File: config.mk
export PLATFORM = sky130hd
export DESIGN_NAME = gpr_file_2r1w
export DESIGN_NICKNAME = d
export VERILOG_FILES = /design/src/rtl/gpr_file_2r1w.sv
export SDC_FILE = /design/constraint.sdc
export NUM_CORES = 2
export LEC_CHECK = 0
export CAP_MARGIN = 15
export CORE_ASPECT_RATIO = 0.8
export CORE_MARGIN = 2
export CORE_UTILIZATION = 60
export DETAILED_ROUTE_END_ITERATION = 6
export PLACE_DENSITY_LB_ADDON = 0.25
export SLEW_MARGIN = 25
export SYNTH_ARGS = -nofsm -noshare
export SYNTH_HDL_FRONTEND = slang
export SYNTH_SLANG_ARGS = --single-unit
File: constraint.sdc
create_clock -name clk -period 48.6 [get_ports clk]
set_clock_uncertainty 0.05 [all_clocks]
set_input_delay 7.29 -clock clk [delete_from_list [all_inputs] [get_ports clk]]
set_output_delay 7.29 -clock clk [all_outputs]
set_load 0.03 [all_outputs]
File: src/rtl/gpr_file_2r1w.sv
// gpr_file_2r1w: WIDTH x DEPTH register file, two combinational read ports, one synchronous write port.
// Optional hardwired-zero register 0 and same-cycle write-to-read forwarding.
module gpr_file_2r1w #(
    parameter int WIDTH    = 32,
    parameter int DEPTH    = 32,
    parameter int AW       = 5,
    parameter int ZERO_REG = 1,
    parameter int BYPASS   = 1
) (
    input  logic             clk,
    input  logic             rst,
    input  logic             we,
    input  logic [AW-1:0]    waddr,
    input  logic [WIDTH-1:0] wdata,
    input  logic [AW-1:0]    raddr1,
    input  logic [AW-1:0]    raddr2,
    output logic [WIDTH-1:0] rdata1,
    output logic [WIDTH-1:0] rdata2
);
    localparam logic [AW:0] LIM = (AW+1)'(DEPTH);

    logic [WIDTH-1:0] regs [DEPTH];
    logic             wvalid;
    logic [AW-1:0]    ra [2];
    logic [WIDTH-1:0] rd [2];

    // A write that will actually land; also the only write eligible for forwarding.
    assign wvalid = we && !rst && ({1'b0, waddr} < LIM) && !(ZERO_REG != 0 && waddr == '0);

    always_ff @(posedge clk or posedge rst) begin
        if (rst)
            for (int i = 0; i < DEPTH; i++) regs[i] <= '0;
        else if (wvalid)
            regs[waddr] <= wdata;
    end

    assign ra[0] = raddr1;
    assign ra[1] = raddr2;

    for (genvar p = 0; p < 2; p++) begin : g_rd
        assign rd[p] = ({1'b0, ra[p]} >= LIM || (ZERO_REG != 0 && ra[p] == '0)) ? '0 :
                       (BYPASS != 0 && wvalid && waddr == ra[p]) ? wdata : regs[ra[p]];
    end

    assign rdata1 = rd[0];
    assign rdata2 = rd[1];
endmodule

==> flow_metrics.tcl <==
set metrics [dict create \
    num_vias 38800 \
    largest_reg_flops 1024 \
    cts-resized-gates 0 \
    postSynthNetCount 4053 \
    clk_pin_slew_ns 0.06 \
    p_per_area_mw_per_mm2 37.7 \
    fin_ws_ns 27.93 \
    holdCritStartpoint "regs[1008]$_DFFE_PP0P_" \
    final_common_cell "mux2_2" \
    fin_crit_sh_pct 42.5 \
    synth-edff-count 0 \
    clock-root-buffer "clkbuf_16" \
    max-slew-margin-rel_pct 14.9 \
    nFillCells 6718 \
    setup_violations 0 \
    layout_common_cells "mux2_2 (1,089), dfrtp_1 (1,024), mux4_2 (345), mux2i_1 (269), buf_4 (120)" \
    yosys_register_bits 1024 \
    hold_viol 0 \
    grt_use_total_pct 38.7 \
    critical_path.max_fanout 55 \
    holdBufCountCts 0 \
    initial_core_util_pct 60.3 \
    die_y_um 277 \
    critPathArrivalTime_ns 13.33 \
    clockBufferDepth 3 \
    pre_cts_ws_ns 27.92 \
    final_antenna_net_count 0 \
    nets 3949 \
    core_area_sq_mm 0.0926 \
    cts.sinks 1024 \
    gp_congestion 0.861 \
    overflow 0 \
    worstMarginPinSlew_ns 1.27 \
    grt_first_pass_wirelength_um 269000 \
    leakagePower_nw 27.4 \
    dp_hpwl_um 101000 \
    wl_um 185000 \
    ys.flop_type "dfrtp_1" \
    drc_errors 0 \
    antenna_found_initial 2 \
    seq_area_frac_synth_pct 45.9 \
    post_cts_buffers 0 \
    first_global_vias 37700 \
    worstSetupStartpointType "input port" \
    die_x_um 345 \
    rr_startpoint "regs[763]$_DFFE_PP0P_" \
    wire_per_inst_um 35.5 \
    viasPerCell 7.45 \
    cap_viol_max_count 0 \
    cts_tree "built" \
    fin_crit_ns 20.67 \
    port_buffers 113 \
    critPathKind "input port to output port" \
    async_flop_share_pct 100 \
    min_path_type "register to register" \
    drtPass1Iterations 6 \
    startpoint "raddr2[0]" \
    cts_made_buffers 103 \
    clk_latency_ns 0.67 \
    grt_max_degree 174 \
    syn_avg_cell_area_sq_um 13.9 \
    fp.dieArea_sq_mm 0.0955 \
    end_kind "output port" \
    htree_levels 3 \
    fp-row-count 100 \
    cp.required_ns 41.26 \
    maxSlewViolCount 0 \
    rsz0062_at_grt "false" \
    io_pins 114 \
    syn_to_final_growth_pct 9.26 \
    top_register "regs" \
    syn_inst 4003 \
    ys_warn_count 0 \
    max-vdd-ir-drop_v 0.0000285 \
    drt_iter0_drc 5414 \
    max_freq_ghz 0.0484 \
    outcome "completed" \
    drive_above_1_share_pct 45.3 \
    syn_area_sq_mm 0.0558 \
    setup_tns_ns 0 \
    top_regs "regs x1024" \
    yosysUniqueCellTypes 65 \
]
==> report_power, final <==
group | internal, W | total (W) | leakage [nW] | switching (W)
combinational | 0.000215 | 0.000405 | 12.0 | 0.000190
clock | 0.000498 | 0.000849 | 1.76 | 0.000351
sequential | 0.000961 | 0.00105 | 13.6 | 0.0000838
==> per-stage QoR <==
stage	util (%)	instance area (sq um)	power, W	hold slack, ns	std cells
2_1_floorplan	-	55800	0.00134	0.391	4003
3_3_place_gp	62.0	57400	0.00144	0.328	5017
3_5_place_dp	62.0	57400	0.00145	0.333	5017
4_1_cts	65.9	61000	0.00229	0.348	5203
5_1_grt	65.9	61000	0.00238	0.357	5204
6_report	65.9	61000	0.00230	0.346	5206
==> synthesized netlist by cell type, drive strengths merged (4+ instances only) <==
library cell	count	area [sq um]
clkinv	4	15.0
a31oi	14	87.6
nor2b	11	68.8
a22o	8	70.1
buf	258	1540
o22ai	77	482
o22a	17	149
a311oi	5	43.8
a22oi	32	240
nand2	60	225
nand3	14	70.1
nor3	73	365
a211oi	18	135
o211ai	9	67.6
or4	6	45.0
a21oi	32	160
inv	4	15.0
nor3b	12	90.1
a211o	5	43.8
clkbuf	189	714
o221ai	16	140
a21o	7	52.6
nand3b	5	37.5
nand2b	24	150
xnor2	10	87.6
or3	10	62.6
nor2	126	478
o31ai	8	60.1
a221o	17	170
o31a	4	35.0
mux4	345	7770
and2	5	31.3
o21ai	34	170
mux2	1096	12300
nor4	16	130
a2111oi	22	193
dfrtp	1024	25600
o311ai	4	35.0
and3	8	50.1
or2	7	43.8
a221oi	78	689
mux2i	269	2690
==> cell type report <==
cell class | count | area (sq um) | area share, %
Tap cell | 1224 | 1530 | 2.51
Clock buffer | 148 | 3050 | 5.00
Sequential cell | 1024 | 25600 | 42.0
Multi-Input combinational cell | 2524 | 28100 | 46.1
Inverter | 8 | 37.5 | 0.0615
Clock inverter | 38 | 517 | 0.847
Antenna cell | 2 | 5.00 | 0.00820
Timing Repair Buffer | 238 | 2100 | 3.44
==> worst max-delay path, cell delays in order <==
cell             delay, ns
buf_8                 0.43
buf_4                 0.78
buf_4                 0.70
buf_4                 0.69
buf_4                 0.85
mux4_2                0.37
mux2i_1               0.09
a2111oi_0             0.64
a311oi_1              0.14
a211oi_1              0.49
clkdlybuf4s50_1       0.77
==> path summary, 6_finish.rpt <==
check / to / cells after the start / slack, ns
hold reg to reg: regs[1008]$_DFFE_PP0P_ / 0 / 0.35
setup / recovery: rdata2[2] / 11 / 27.93
setup reg to reg: regs[763]$_DFFE_PP0P_ / 1 / 47.72
hold / removal: regs[1008]$_DFFE_PP0P_ / 0 / 0.35
min in group asynchronous: regs[202]$_DFFE_PP0P_ / 2 / 7.18
max in group asynchronous: regs[26]$_DFFE_PP0P_ / 6 / 37.44
==> routing by layer <==
layer / GRT usage [%] / wire length, um / vias up / part of all wire (%)
li1: - / - / 15200 / -
met1: 56.5 / 74400 / 20500 / 40
met2: 53.6 / 77900 / 2598 / 42
met3: 13.3 / 24700 / 494 / 13
met4: 14.2 / 7680 / 4 / 4.2
met5: 0 / 30 / - / 0.016
==> cells by family (layout without fill, tap and decap cells) <==
family,after synthesis,in the layout,synth area share [%]
and+or+nand+nor,387,387,3.46
DFF,1024,1024,45.9
muxes,1710,1710,40.8
xor gates and xnor gates,10,10,0.157
other,0,2,0
buffers and inverters,455,432,4.09
AOI/OAI and AO/OA,417,417,5.57
Power figures use the tool's default switching activity.
